$ cat src/rtl/uart_rx_datapath_ctl_if.sv
// Host-side bundle for the oversampling UART receiver.
// Serial line, sample tick and read handshake in; word and status flags out.
interface uart_rx_datapath_ctl_if #(
    parameter int WORD_SIZE = 8
);
    logic                 i_serial_in;
    logic                 i_sample_tick;
    logic                 i_read_ack;
    logic [WORD_SIZE-1:0] o_rcv_datareg;
    logic                 o_read_ready;
    logic                 o_overrun_err;
    logic                 o_framing_err;

    modport master (
        output i_serial_in,
        output i_sample_tick,
        output i_read_ack,
        input  o_rcv_datareg,
        input  o_read_ready,
        input  o_overrun_err,
        input  o_framing_err
    );

    modport slave (
        input  i_serial_in,
        input  i_sample_tick,
        input  i_read_ack,
        output o_rcv_datareg,
        output o_read_ready,
        output o_overrun_err,
        output o_framing_err
    );
endinterface

$ cat src/rtl/uart_rx_datapath_ctl.sv
// Oversampling UART receiver: sync, start validation, mid-bit sampling,
// stop check and host handshake. Ports: i_clk, i_rst (sync, high), bus.
module uart_rx_datapath_ctl #(
    parameter int WORD_SIZE  = 8,
    parameter int OVERSAMPLE = 8
) (
    input  logic                  i_clk,
    input  logic                  i_rst,
    uart_rx_datapath_ctl_if.slave bus
);
    localparam int SCW = $clog2(OVERSAMPLE);
    localparam int BCW = $clog2(WORD_SIZE + 1);

    localparam logic [SCW-1:0] C_HALF  = SCW'(OVERSAMPLE / 2 - 1);
    localparam logic [SCW-1:0] C_LAST  = SCW'(OVERSAMPLE - 1);
    localparam logic [BCW-1:0] C_WORDS = BCW'(WORD_SIZE);

    typedef enum logic [1:0] {
        IDLE  = 2'd0,
        START = 2'd1,
        DATA  = 2'd2,
        STOP  = 2'd3
    } state_t;

    state_t               r_state;
    state_t               w_state_nxt;
    logic [SCW-1:0]       r_sample_count;
    logic [SCW-1:0]       w_sample_nxt;
    logic [BCW-1:0]       r_bit_count;
    logic [BCW-1:0]       w_bit_nxt;
    logic [BCW-1:0]       w_bit_inc;
    logic                 w_shift;
    logic                 w_done;

    logic                 r_sync;
    logic                 r_line_s;
    logic [WORD_SIZE-1:0] r_shiftreg;
    logic [WORD_SIZE-1:0] r_datareg;
    logic                 r_ready;
    logic                 r_overrun;
    logic                 r_framing;

    assign w_bit_inc = r_bit_count + BCW'(1);

    // State and counters; a reset mid-frame drops the partial word.
    always_ff @(posedge i_clk) begin
        if (i_rst) begin
            r_state        <= IDLE;
            r_sample_count <= '0;
            r_bit_count    <= '0;
        end else begin
            r_state        <= w_state_nxt;
            r_sample_count <= w_sample_nxt;
            r_bit_count    <= w_bit_nxt;
        end
    end

    // Everything advances only on sample ticks.
    always_comb begin
        w_state_nxt  = r_state;
        w_sample_nxt = r_sample_count;
        w_bit_nxt    = r_bit_count;
        w_shift      = 1'b0;
        w_done       = 1'b0;
        if (bus.i_sample_tick) begin
            unique case (r_state)
                IDLE: begin
                    if (!r_line_s) begin
                        w_state_nxt  = START;
                        w_sample_nxt = '0;
                    end
                end
                START: begin
                    if (r_sample_count == C_HALF) begin
                        w_sample_nxt = '0;
                        if (!r_line_s) begin
                            w_state_nxt = DATA;
                            w_bit_nxt   = '0;
                        end else begin
                            // Glitch shorter than half a bit.
                            w_state_nxt = IDLE;
                        end
                    end else begin
                        w_sample_nxt = r_sample_count + SCW'(1);
                    end
                end
                DATA: begin
                    if (r_sample_count == C_LAST) begin
                        w_shift      = 1'b1;
                        w_sample_nxt = '0;
                        w_bit_nxt    = w_bit_inc;
                        if (w_bit_inc == C_WORDS) begin
                            w_state_nxt = STOP;
                        end
                    end else begin
                        w_sample_nxt = r_sample_count + SCW'(1);
                    end
                end
                STOP: begin
                    if (r_sample_count == C_LAST) begin
                        // Leave at mid-stop so a back-to-back
                        // start edge is not missed.
                        w_done       = 1'b1;
                        w_sample_nxt = '0;
                        w_state_nxt  = IDLE;
                    end else begin
                        w_sample_nxt = r_sample_count + SCW'(1);
                    end
                end
                default: begin
                    w_state_nxt = IDLE;
                end
            endcase
        end
    end

    // Two-flop synchroniser; idles high so reset never fakes a start.
    always_ff @(posedge i_clk) begin
        if (i_rst) begin
            r_sync   <= 1'b1;
            r_line_s <= 1'b1;
        end else begin
            r_sync   <= bus.i_serial_in;
            r_line_s <= r_sync;
        end
    end

    // LSB arrives first, so shift right and insert at the MSB.
    always_ff @(posedge i_clk) begin
        if (i_rst) begin
            r_shiftreg <= '0;
        end else if (w_shift) begin
            r_shiftreg <= {r_line_s, r_shiftreg[WORD_SIZE-1:1]};
        end
    end

    // Completion takes priority over a simultaneous acknowledge.
    always_ff @(posedge i_clk) begin
        if (i_rst) begin
            r_datareg <= '0;
            r_ready   <= 1'b0;
            r_overrun <= 1'b0;
            r_framing <= 1'b0;
        end else if (w_done) begin
            r_datareg <= r_shiftreg;
            r_ready   <= 1'b1;
            r_framing <= ~r_line_s;
            r_overrun <= r_ready & ~bus.i_read_ack;
        end else if (bus.i_read_ack && r_ready) begin
            r_ready   <= 1'b0;
            r_overrun <= 1'b0;
            r_framing <= 1'b0;
        end
    end

    assign bus.o_rcv_datareg = r_datareg;
    assign bus.o_read_ready  = r_ready;
    assign bus.o_overrun_err = r_overrun;
    assign bus.o_framing_err = r_framing;
endmodule

$ cat src/flat_wrapper.sv
// flat-port wrapper written by rule: the top's interface ports become plain ports
module uart_rx_datapath_ctl_flat 
#(
    parameter int WORD_SIZE  = 8,
    parameter int OVERSAMPLE = 8
)
  (i_clk, i_rst, bus_i_serial_in, bus_i_sample_tick, bus_i_read_ack, bus_o_rcv_datareg, bus_o_read_ready, bus_o_overrun_err, bus_o_framing_err);
  uart_rx_datapath_ctl_if #(.WORD_SIZE(WORD_SIZE)) bus_i ();
  input  logic i_clk;
  input  logic i_rst;
  input wire logic [$bits(bus_i.i_serial_in)-1:0] bus_i_serial_in;
  input wire logic [$bits(bus_i.i_sample_tick)-1:0] bus_i_sample_tick;
  input wire logic [$bits(bus_i.i_read_ack)-1:0] bus_i_read_ack;
  output wire logic [$bits(bus_i.o_rcv_datareg)-1:0] bus_o_rcv_datareg;
  output wire logic [$bits(bus_i.o_read_ready)-1:0] bus_o_read_ready;
  output wire logic [$bits(bus_i.o_overrun_err)-1:0] bus_o_overrun_err;
  output wire logic [$bits(bus_i.o_framing_err)-1:0] bus_o_framing_err;
  assign bus_i.i_serial_in = bus_i_serial_in;
  assign bus_i.i_sample_tick = bus_i_sample_tick;
  assign bus_i.i_read_ack = bus_i_read_ack;
  assign bus_o_rcv_datareg = bus_i.o_rcv_datareg;
  assign bus_o_read_ready = bus_i.o_read_ready;
  assign bus_o_overrun_err = bus_i.o_overrun_err;
  assign bus_o_framing_err = bus_i.o_framing_err;
  uart_rx_datapath_ctl #(.WORD_SIZE(WORD_SIZE), .OVERSAMPLE(OVERSAMPLE)) u_core (.i_clk(i_clk), .i_rst(i_rst), .bus(bus_i));
endmodule
$ cat config.mk
export PLATFORM = sky130hd
export DESIGN_NAME = uart_rx_datapath_ctl_flat
export DESIGN_NICKNAME = d
export VERILOG_FILES = /design/src/rtl/uart_rx_datapath_ctl_if.sv /design/src/rtl/uart_rx_datapath_ctl.sv /design/src/flat_wrapper.sv
export SDC_FILE = /design/constraint.sdc
export NUM_CORES = 1
export LEC_CHECK = 0
export CAP_MARGIN = 20
export CORE_MARGIN = 2
export CORE_UTILIZATION = 35
export CTS_CLUSTER_SIZE = 25
export DETAILED_ROUTE_END_ITERATION = 8
export GPL_ROUTABILITY_DRIVEN = 0
export GPL_TIMING_DRIVEN = 0
export PLACE_DENSITY = 0.62
export SYNTH_ARGS = -nofsm -noshare
export SYNTH_HDL_FRONTEND = slang
export SYNTH_SLANG_ARGS = --single-unit
$ cat constraint.sdc
create_clock -name i_clk -period 5 [get_ports i_clk]
set_input_delay 1.25 -clock i_clk [delete_from_list [all_inputs] [get_ports i_clk]]
set_output_delay 1.25 -clock i_clk [all_outputs]
set_load 0.05 [all_outputs]
==> After elaboration in Yosys (flattened, before gate mapping) <==
Index checks and enable logic that the tools add are counted.
{ "classes": {"n_mux": 24, "n_bitwise": 3, "n_addsub": 2, "eq_ne": 12, "n_reduce_logical": 8} }
{ "op_table": {"columns": ["cell", "n"], "rows": [
  ["2-to-1 mux 2 bit", 6],
  ["2-to-1 mux 4 bit", 3],
  ["2-to-1 mux 1 bit", 9],
  ["2-to-1 mux 3 bit", 3],
  ["one-hot mux 3 bit (3 select lines)", 1],
  ["inequality test 2 x 1 -> 1 bit (second input constant)", 4],
  ["one-hot mux 2 bit (4 select lines)", 1],
  ["one-hot mux 4 bit (2 select lines)", 1],
  ["AND reduction 6 bit", 1],
  ["AND reduction 5 bit", 1],
  ["adder 4 x 1 -> 4 bit (second input constant)", 1],
  ["equality test 2 bit (second input constant)", 2],
  ["equality test 4 bit (second input constant)", 1],
  ["inequality test 2 bit (second input constant)", 2],
  ["nonzero test 2 bit", 2],
  ["adder 3 x 1 -> 3 bit (second input constant)", 1],
  ["equality test 3 x 2 -> 1 bit (second input constant)", 1],
  ["equality test 3 bit (second input constant)", 1],
  ["equality test 2 x 1 -> 1 bit (second input constant)", 1],
  ["logical NOT 2 bit", 1],
  ["NOT 1 bit", 2],
  ["AND reduction 2 bit", 1],
  ["OR reduction 2 bit", 1],
  ["AND 1 bit", 1],
  ["logical AND 1 bit", 1]
]} }
{ "word_totals": {"output_inout_bits": 11, "wordCells": 59, "reg_bits": 30, "input_bits": 5} }

==> Logic depth before layout (Yosys ltp) <==
Gate-level depths: netlist of the first run.
{ "depth": {"depth_word": 5, "ltp_mapped": 7, "ltp_nobuf": 7} }

==> Worst setup path after synthesis of the first run <==
Ideal clock, no wire load.
{ "synth_path": {"path_type": "input to register", "from": "input port bus_i_sample_tick", "to": "register u_core.r_overrun, in the netlist u_core.bus.o_overrun_err", "slack_ns": 2.856, "required_time_ns": 4.905, "setup_time_ns": 0.095, "path_buffers": 1, "t_arrival_ns": 2.049, "cell_stages": 5, "cell_sequence": "buf_2 nand3_1 nor2_2 nand2_1 a221oi_1"} }
{ "synth_between": {"elab_chain_cells": 2, "word_cells_on_any_way": 3, "classes_between": "2 x mux; 1 x reduce/logical"} }
{ "synth_lines": {"columns": ["item", "line", "rtl"], "rows": [
  ["from (decl)", "flat_wrapper.sv:12", "input wire logic [$bits(bus_i.i_sample_tick)-1:0] bus_i_sample_tick;"],
  ["2-to-1 mux 1 bit *", "uart_rx_datapath_ctl.sv:65", "if (bus.i_sample_tick) begin"],
  ["2-to-1 mux 1 bit / nonzero test 2 bit (equally long branches)", null, null],
  ["to (signal assigned)", "uart_rx_datapath_ctl.sv:148", "r_overrun <= r_ready & ~bus.i_read_ack;"],
  ["to (decl)", "uart_rx_datapath_ctl.sv:40", "logic r_overrun;"]
]} }
Mark *: on every way between the ends. The rest lies on a longest branch, timed or not.
A chain may end at the register's enable or synchronous reset.

==> Final worst setup path of the first run <==
{ "layout_path": {"from": "register u_core.r_ready, in the netlist u_core.bus.o_read_ready", "to": "output port bus_o_read_ready"} }
{ "layout_rtl": {"columns": ["item", "line", "rtl"], "rows": [
  ["from (decl)", "uart_rx_datapath_ctl.sv:39", "logic r_ready;"],
  ["from (signal assigned)", "uart_rx_datapath_ctl.sv:141", "r_ready <= 1'b0;"],
  ["from (signal assigned)", "uart_rx_datapath_ctl.sv:146", "r_ready <= 1'b1;"],
  ["from (signal assigned)", "uart_rx_datapath_ctl.sv:150", "r_ready <= 1'b0;"],
  ["to (decl)", "flat_wrapper.sv:15", "output wire logic [$bits(bus_i.o_read_ready)-1:0] bus_o_read_ready;"]
]} }
No word-level cell between the ends.

==> impl_metrics.py, run 1 <==
metrics = {
    "sta": {
        "tns_ps": 0,
        "min_period_ps": 2790,
        "max_freq_mhz": 359,
        "worst_pin_slew_ps": 502,
        "setup-violations-final": 0,
        "slew_headroom_pct": 66.5,
        "report.final.slew_viol_count": 0,
        "skew_ps": 11.5,
        "rsz0062_at_grt": "no",
        "hold_viol": 0,
        "hold-worst-slack_ps": 419,
        "fin_crit_sh_pct": 55.8,
    },
    "worst_setup_path": {
        "slowest_delay_ps": 820,
        "slowest_stage": "clkdlybuf4s50_1",
        "critPathBufInv": 1,
        "r2r_start": "u_core.r_sample_count[0]",
        "r2r_slack_ps": 3140,
        "crit_family": "buffers and inverters",
        "cp.required_ps": 3750,
        "r2r_cells": 6,
        "start_kind": "register",
        "timing.rr.end": "u_core.r_bit_count[3]",
        "crit_path_end_kind": "output pin",
        "path_class": "reg2out",
        "crit_path_max_fanout": 5,
        "critPathArrivalTime_ps": 1540,
        "worstPathCellList": "clkdlybuf4s50_1",
    },
    "cells_and_area": {
        "final_cells": 225,
        "drive_gt1_share_pct": 9.50,
        "nFillCells": 365,
        "final_nets": 188,
        "syn_to_final_growth_pct": 22.4,
        "final_cell_mix": "39 x nand2_1, 30 x dfxtp_1, 23 x a21oi_1",
        "multi_input_area_um2": 621,
        "antenna_cells": 0,
        "layout_commonest_cell": "nand2_1",
        "register_area_um2": 601,
    },
    "clocking": {
        "holdBufCountCts": 0,
        "cts.clk_slew.worst_paths_ps": 90,
        "cts_sinks": 30,
        "post_cts_buffers": 0,
        "cts-resized-gates": 0,
        "cts_buffers": 5,
        "clk_path_buf_depth": 2,
        "cts_tree": "built",
        "clk_latency_ps": 330,
        "cts-htree-levels": 2,
        "root_buffer": "clkbuf_4",
    },
    "synth": {
        "synth_area_um2": 1270,
        "synth_cells": 156,
        "synth-warning-count": 0,
        "synth_fp_nets": 166,
        "synth_seq_cells": 30,
        "yosysSeqAreaShare_pct": 47.1,
        "ys_types": 37,
        "synth.avg_cell_area_um2": 8.17,
    },
    "power": {
        "powerDensity_nw_per_um2": 286,
        "vdd_drop_max_uv": 141,
        "p_leak_nw": 0.541,
    },
    "die": {
        "io_pins": 16,
        "die-area_um2": 4140,
        "fp.dieH_um": 64.4,
        "coreArea_um2": 3420,
        "die_width_um": 64.4,
        "fp-row-count": 21,
        "start_util_pct": 37.3,
    },
    "route": {
        "vias_per_cell": 4.96,
        "drt_iter0_markers": 43,
        "drc": 0,
        "routed_wl_um": 2670,
        "dr.pass1.iters": 4,
        "ant_nets": 0,
        "vias": 1117,
        "wl_per_cell_um": 11.9,
    },
    "placed_design": {
        "place_inst": 217,
        "dpl.hpwl_um": 1890,
        "io_buffers": 15,
    },
    "min_path": {
        "worstHoldStart": "u_core.r_sync",
        "min_to": "u_core.r_line_s",
        "hold_class": "reg2reg",
        "whs_path_depth": 1,
    },
    "global_routing": {
        "grt_pass1_wl_um": 4640,
        "grt_pass1_vias": 1042,
        "grt_max_degree": 11,
        "antenna_found_initial": 0,
        "grt_overflow": 0,
        "grt.total_usage_pct": 14.7,
    },
    "outcome": {
        "status": "finished, final reports clean",
    },
    "flow_run": {
        "maxCapViolations": 0,
    },
}
how the worst max path moves through the flow:
stage                            start                       end  slack, ps  cells after the start
2_1_floorplan        bus_i_sample_tick  u_core.bus.o_overrun_err       2860                      5
3_3_place_gp         bus_i_sample_tick  u_core.bus.o_overrun_err       2150                      6
3_5_place_dp         bus_i_sample_tick  u_core.bus.o_overrun_err       2100                      6
4_1_cts        u_core.bus.o_read_ready          bus_o_read_ready       2200                      1
5_1_grt        u_core.bus.o_read_ready          bus_o_read_ready       2140                      1
6_report       u_core.bus.o_read_ready          bus_o_read_ready       2210                      1
synth_stat cells (all sizes together):
library cell  number  share of area [%]
and4bb             1                1.3
inv                5                1.5
o31ai              1               0.59
nand2             39                 11
nand4b             1               0.69
and3               1               0.49
a221oi             1               0.69
nor2b              1               0.49
nand4              1               0.49
o21ai              5                2.3
o311ai             1               0.69
nor3               1               0.39
or2b               1               0.59
a211oi             1               0.59
and3b              1               0.69
a22oi              1               0.59
nor2               9                2.8
o2111ai            1               0.69
buf                4                1.6
a21oi             23                9.0
or2                2               0.98
a31oi              2               0.98
and2               2               0.98
nand3              2               0.79
ha                 5                4.9
o211ai             1               0.59
dfxtp             30                 47
nand2b             3                1.5
or4                1               0.59
xnor2              1               0.69
o22ai              1               0.49
clkbuf             4                1.2
or3                1               0.49
nand3b             2                1.2
registers in the layout, indices dropped and copies added (netlist names), named ones only:
| name | count |
|---|---|
| u_core.bus.o_read_ready | 1 |
| u_core.r_line_s | 1 |
| u_core.bus.o_overrun_err | 1 |
| u_core.bus.o_framing_err | 1 |
| u_core.r_sample_count | 3 |
| u_core.r_bit_count | 4 |
| u_core.r_state | 1 |
| u_core.r_shiftreg | 8 |
| u_core.r_sync | 1 |
| u_core.bus.o_rcv_datareg | 8 |
layout make-up:
type / instances / area share, %
tap: 46 / 3.69
inverter: 5 / 1.20
clock buffer: 5 / 2.41
sequential: 30 / 38.5
timing repair buffer: 15 / 9.62
multi-input combinational: 113 / 39.8
clock inverter: 3 / 2.57
buffer: 8 / 2.25
cells by family after synthesis:
| logic type | after synthesis | synth area share [%] |
|---|---|---|
| buffers and inverters | 13 | 4.22 |
| xor gates and xnor gates | 1 | 0.687 |
| DFF | 30 | 47.1 |
| and+or+nand+nor | 69 | 25.9 |
| AOI/OAI and AO/OA | 38 | 17.2 |
| adders and majority gates | 5 | 4.91 |
where the power goes:
part | switching, mW | total (mW) | internal (mW)
Sequential | 0.00145 | 0.242 | 0.240
Clock | 0.0858 | 0.189 | 0.103
Combinational | 0.00896 | 0.0154 | 0.00643
metrics by stage:
step	worst slack (ps)	power (mW)	cell area [um^2]	utilization [%]
floorplan	2860	0.256	1270	-
global placement	2150	0.262	1480	43.4
detailed placement	2100	0.263	1480	43.4
CTS	2200	0.451	1560	45.7
global route	2140	0.471	1560	45.7
finish	2210	0.447	1560	45.7
per-layer routing:
| metal | up-vias | share of wire [%] | global-route usage, % |
|---|---|---|---|
| met5 | - | 0 | 0 |
| met4 | 0 | 2.1 | 7.98 |
| met3 | 5 | 4.2 | 5.81 |
| met2 | 25 | 45 | 22.9 |
| met1 | 512 | 49 | 17.2 |
| li1 | 575 | - | - |
No activity file was read; power rests on OpenSTA's default activity.
==> inputs of run 2 (changes only) <==
--- a/config.mk
+++ b/config.mk
@@ -12,7 +12,7 @@
 export DETAILED_ROUTE_END_ITERATION = 8
 export GPL_ROUTABILITY_DRIVEN = 0
 export GPL_TIMING_DRIVEN = 0
-export PLACE_DENSITY = 0.62
+export PLACE_DENSITY = 0.64
 export SYNTH_ARGS = -nofsm -noshare
 export SYNTH_HDL_FRONTEND = slang
 export SYNTH_SLANG_ARGS = --single-unit
==> constraint.sdc (replaced) <==
create_clock -name i_clk -period 2.4 [get_ports i_clk]
set_input_delay 0.6 -clock i_clk [delete_from_list [all_inputs] [get_ports i_clk]]
set_output_delay 0.6 -clock i_clk [all_outputs]
set_load 0.05 [all_outputs]
==> impl_metrics.py, run 2 (synthesis results as in run 1) <==
metrics = {
    "cells_and_area": {
        "syn_to_final_growth_pct": 25.0,
        "final_cell_mix": "39 x nand2_1, 30 x dfxtp_1, 23 x a21oi_1",
        "multi_input_area_um2": 621,
        "antenna_cells": 0,
        "final_nets": 188,
        "nFillCells": 344,
        "register_area_um2": 601,
        "fin_util_pct": 46.7,
        "drive_gt1_share_pct": 9.50,
        "layout_commonest_cell": "nand2_1",
    },
    "worst_setup_path": {
        "r2r_slack_ps": 540,
        "cp.required_ps": 1800,
        "critPathArrivalTime_ps": 1580,
        "worstPathCellList": "clkdlybuf4s50_1",
        "slowest_stage": "clkdlybuf4s50_1",
        "path_class": "reg2out",
        "crit_path_end_kind": "output pin",
        "timing.rr.end": "u_core.r_bit_count[3]",
        "r2r_start": "u_core.r_sample_count[0]",
        "critPathBufInv": 1,
        "start_kind": "register",
        "r2r_cells": 6,
        "crit_path_max_fanout": 5,
        "crit_family": "buffers and inverters",
        "slowest_delay_ps": 830,
    },
    "power": {
        "powerDensity_nw_per_um2": 675,
        "p_leak_nw": 0.554,
        "p_total_mw": 1.08,
        "vdd_drop_max_uv": 405,
    },
    "sta": {
        "hold_viol": 0,
        "rsz0062_at_grt": "no",
        "report.final.slew_viol_count": 0,
        "skew_ps": 6.89,
        "tns_ps": 0,
        "setup-violations-final": 0,
        "slew_headroom_pct": 66.8,
        "min_period_ps": 2180,
        "fin_crit_sh_pct": 90.6,
        "worst_pin_slew_ps": 497,
        "max_freq_mhz": 460,
    },
    "clocking": {
        "cts_buffers": 5,
        "cts_sinks": 30,
        "cts_tree": "built",
        "cts.clk_slew.worst_paths_ps": 100,
        "cts-resized-gates": 0,
        "cts-htree-levels": 2,
        "clk_path_buf_depth": 2,
        "root_buffer": "clkbuf_4",
        "holdBufCountCts": 0,
        "clk_latency_ps": 340,
        "post_cts_buffers": 0,
    },
    "route": {
        "routed_wl_um": 2650,
        "ant_nets": 0,
        "dr.pass1.iters": 4,
        "drc": 0,
        "drt_iter0_markers": 53,
        "vias": 1088,
        "vias_per_cell": 4.84,
        "wl_per_cell_um": 11.8,
    },
    "global_routing": {
        "grt.total_usage_pct": 14.7,
        "grt_pass1_vias": 1000,
        "grt_overflow": 0,
        "grt_pass1_wl_um": 4660,
        "antenna_found_initial": 0,
        "grt_max_degree": 11,
    },
    "min_path": {
        "worstHoldStart": "u_core.r_sync",
        "whs_path_depth": 1,
        "min_to": "u_core.r_line_s",
        "hold_class": "reg2reg",
    },
    "die": {
        "io_pins": 16,
        "die_width_um": 64.4,
        "fp.dieH_um": 64.4,
        "coreArea_um2": 3420,
        "die-area_um2": 4140,
        "start_util_pct": 37.3,
        "fp-row-count": 21,
    },
    "flow_run": {
        "maxCapViolations": 0,
    },
    "placed_design": {
        "io_buffers": 15,
        "dpl.hpwl_um": 1820,
    },
    "outcome": {
        "status": "finished, final reports clean",
    },
}
## run 2: how the worst max path moves through the flow
stage,start,to,cells past startpoint
6_report,u_core.bus.o_read_ready,bus_o_read_ready,1
5_1_grt,u_core.bus.o_read_ready,bus_o_read_ready,1
4_1_cts,u_core.bus.o_read_ready,bus_o_read_ready,1
3_5_place_dp,bus_i_sample_tick,u_core.bus.o_overrun_err,6
3_3_place_gp,bus_i_sample_tick,u_core.bus.o_overrun_err,6
2_1_floorplan,u_core.r_sample_count[0],u_core.r_bit_count[3],6
## run 2: metal layers
metal | routed length [um] | GRT usage [%] | up-vias | part of all wire, %
li1 | - | - | 573 | -
met1 | 1300 | 18.1 | 493 | 49
met2 | 1190 | 23.0 | 16 | 45
met3 | 101 | 5.28 | 6 | 3.8
met4 | 55 | 6.38 | 0 | 2.1
met5 | 0 | 0 | - | 0
## run 2: layout make-up
class,instances,area share [%]
multi-input combinational,113,38.9
sequential,30,37.7
timing repair buffer,15,9.42
clock inverter,2,3.77
tap,46,3.61
clock buffer,6,3.22
buffer,8,2.20
inverter,5,1.18
## run 2: metrics by stage
step	area, um^2	instances	worst slack, ps	hold slack, ps
2_1_floorplan	1270	156	771	389
3_3_place_gp	1480	217	211	398
3_5_place_dp	1480	217	196	396
4_1_cts	1590	225	219	420
5_1_grt	1590	225	180	449
6_report	1590	225	225	419
## run 2: where the power goes
group,internal [mW],switching [mW]
sequential,0.501,0.00287
combinational,0.0135,0.0186
clock,0.353,0.187
total,0.867,0.209
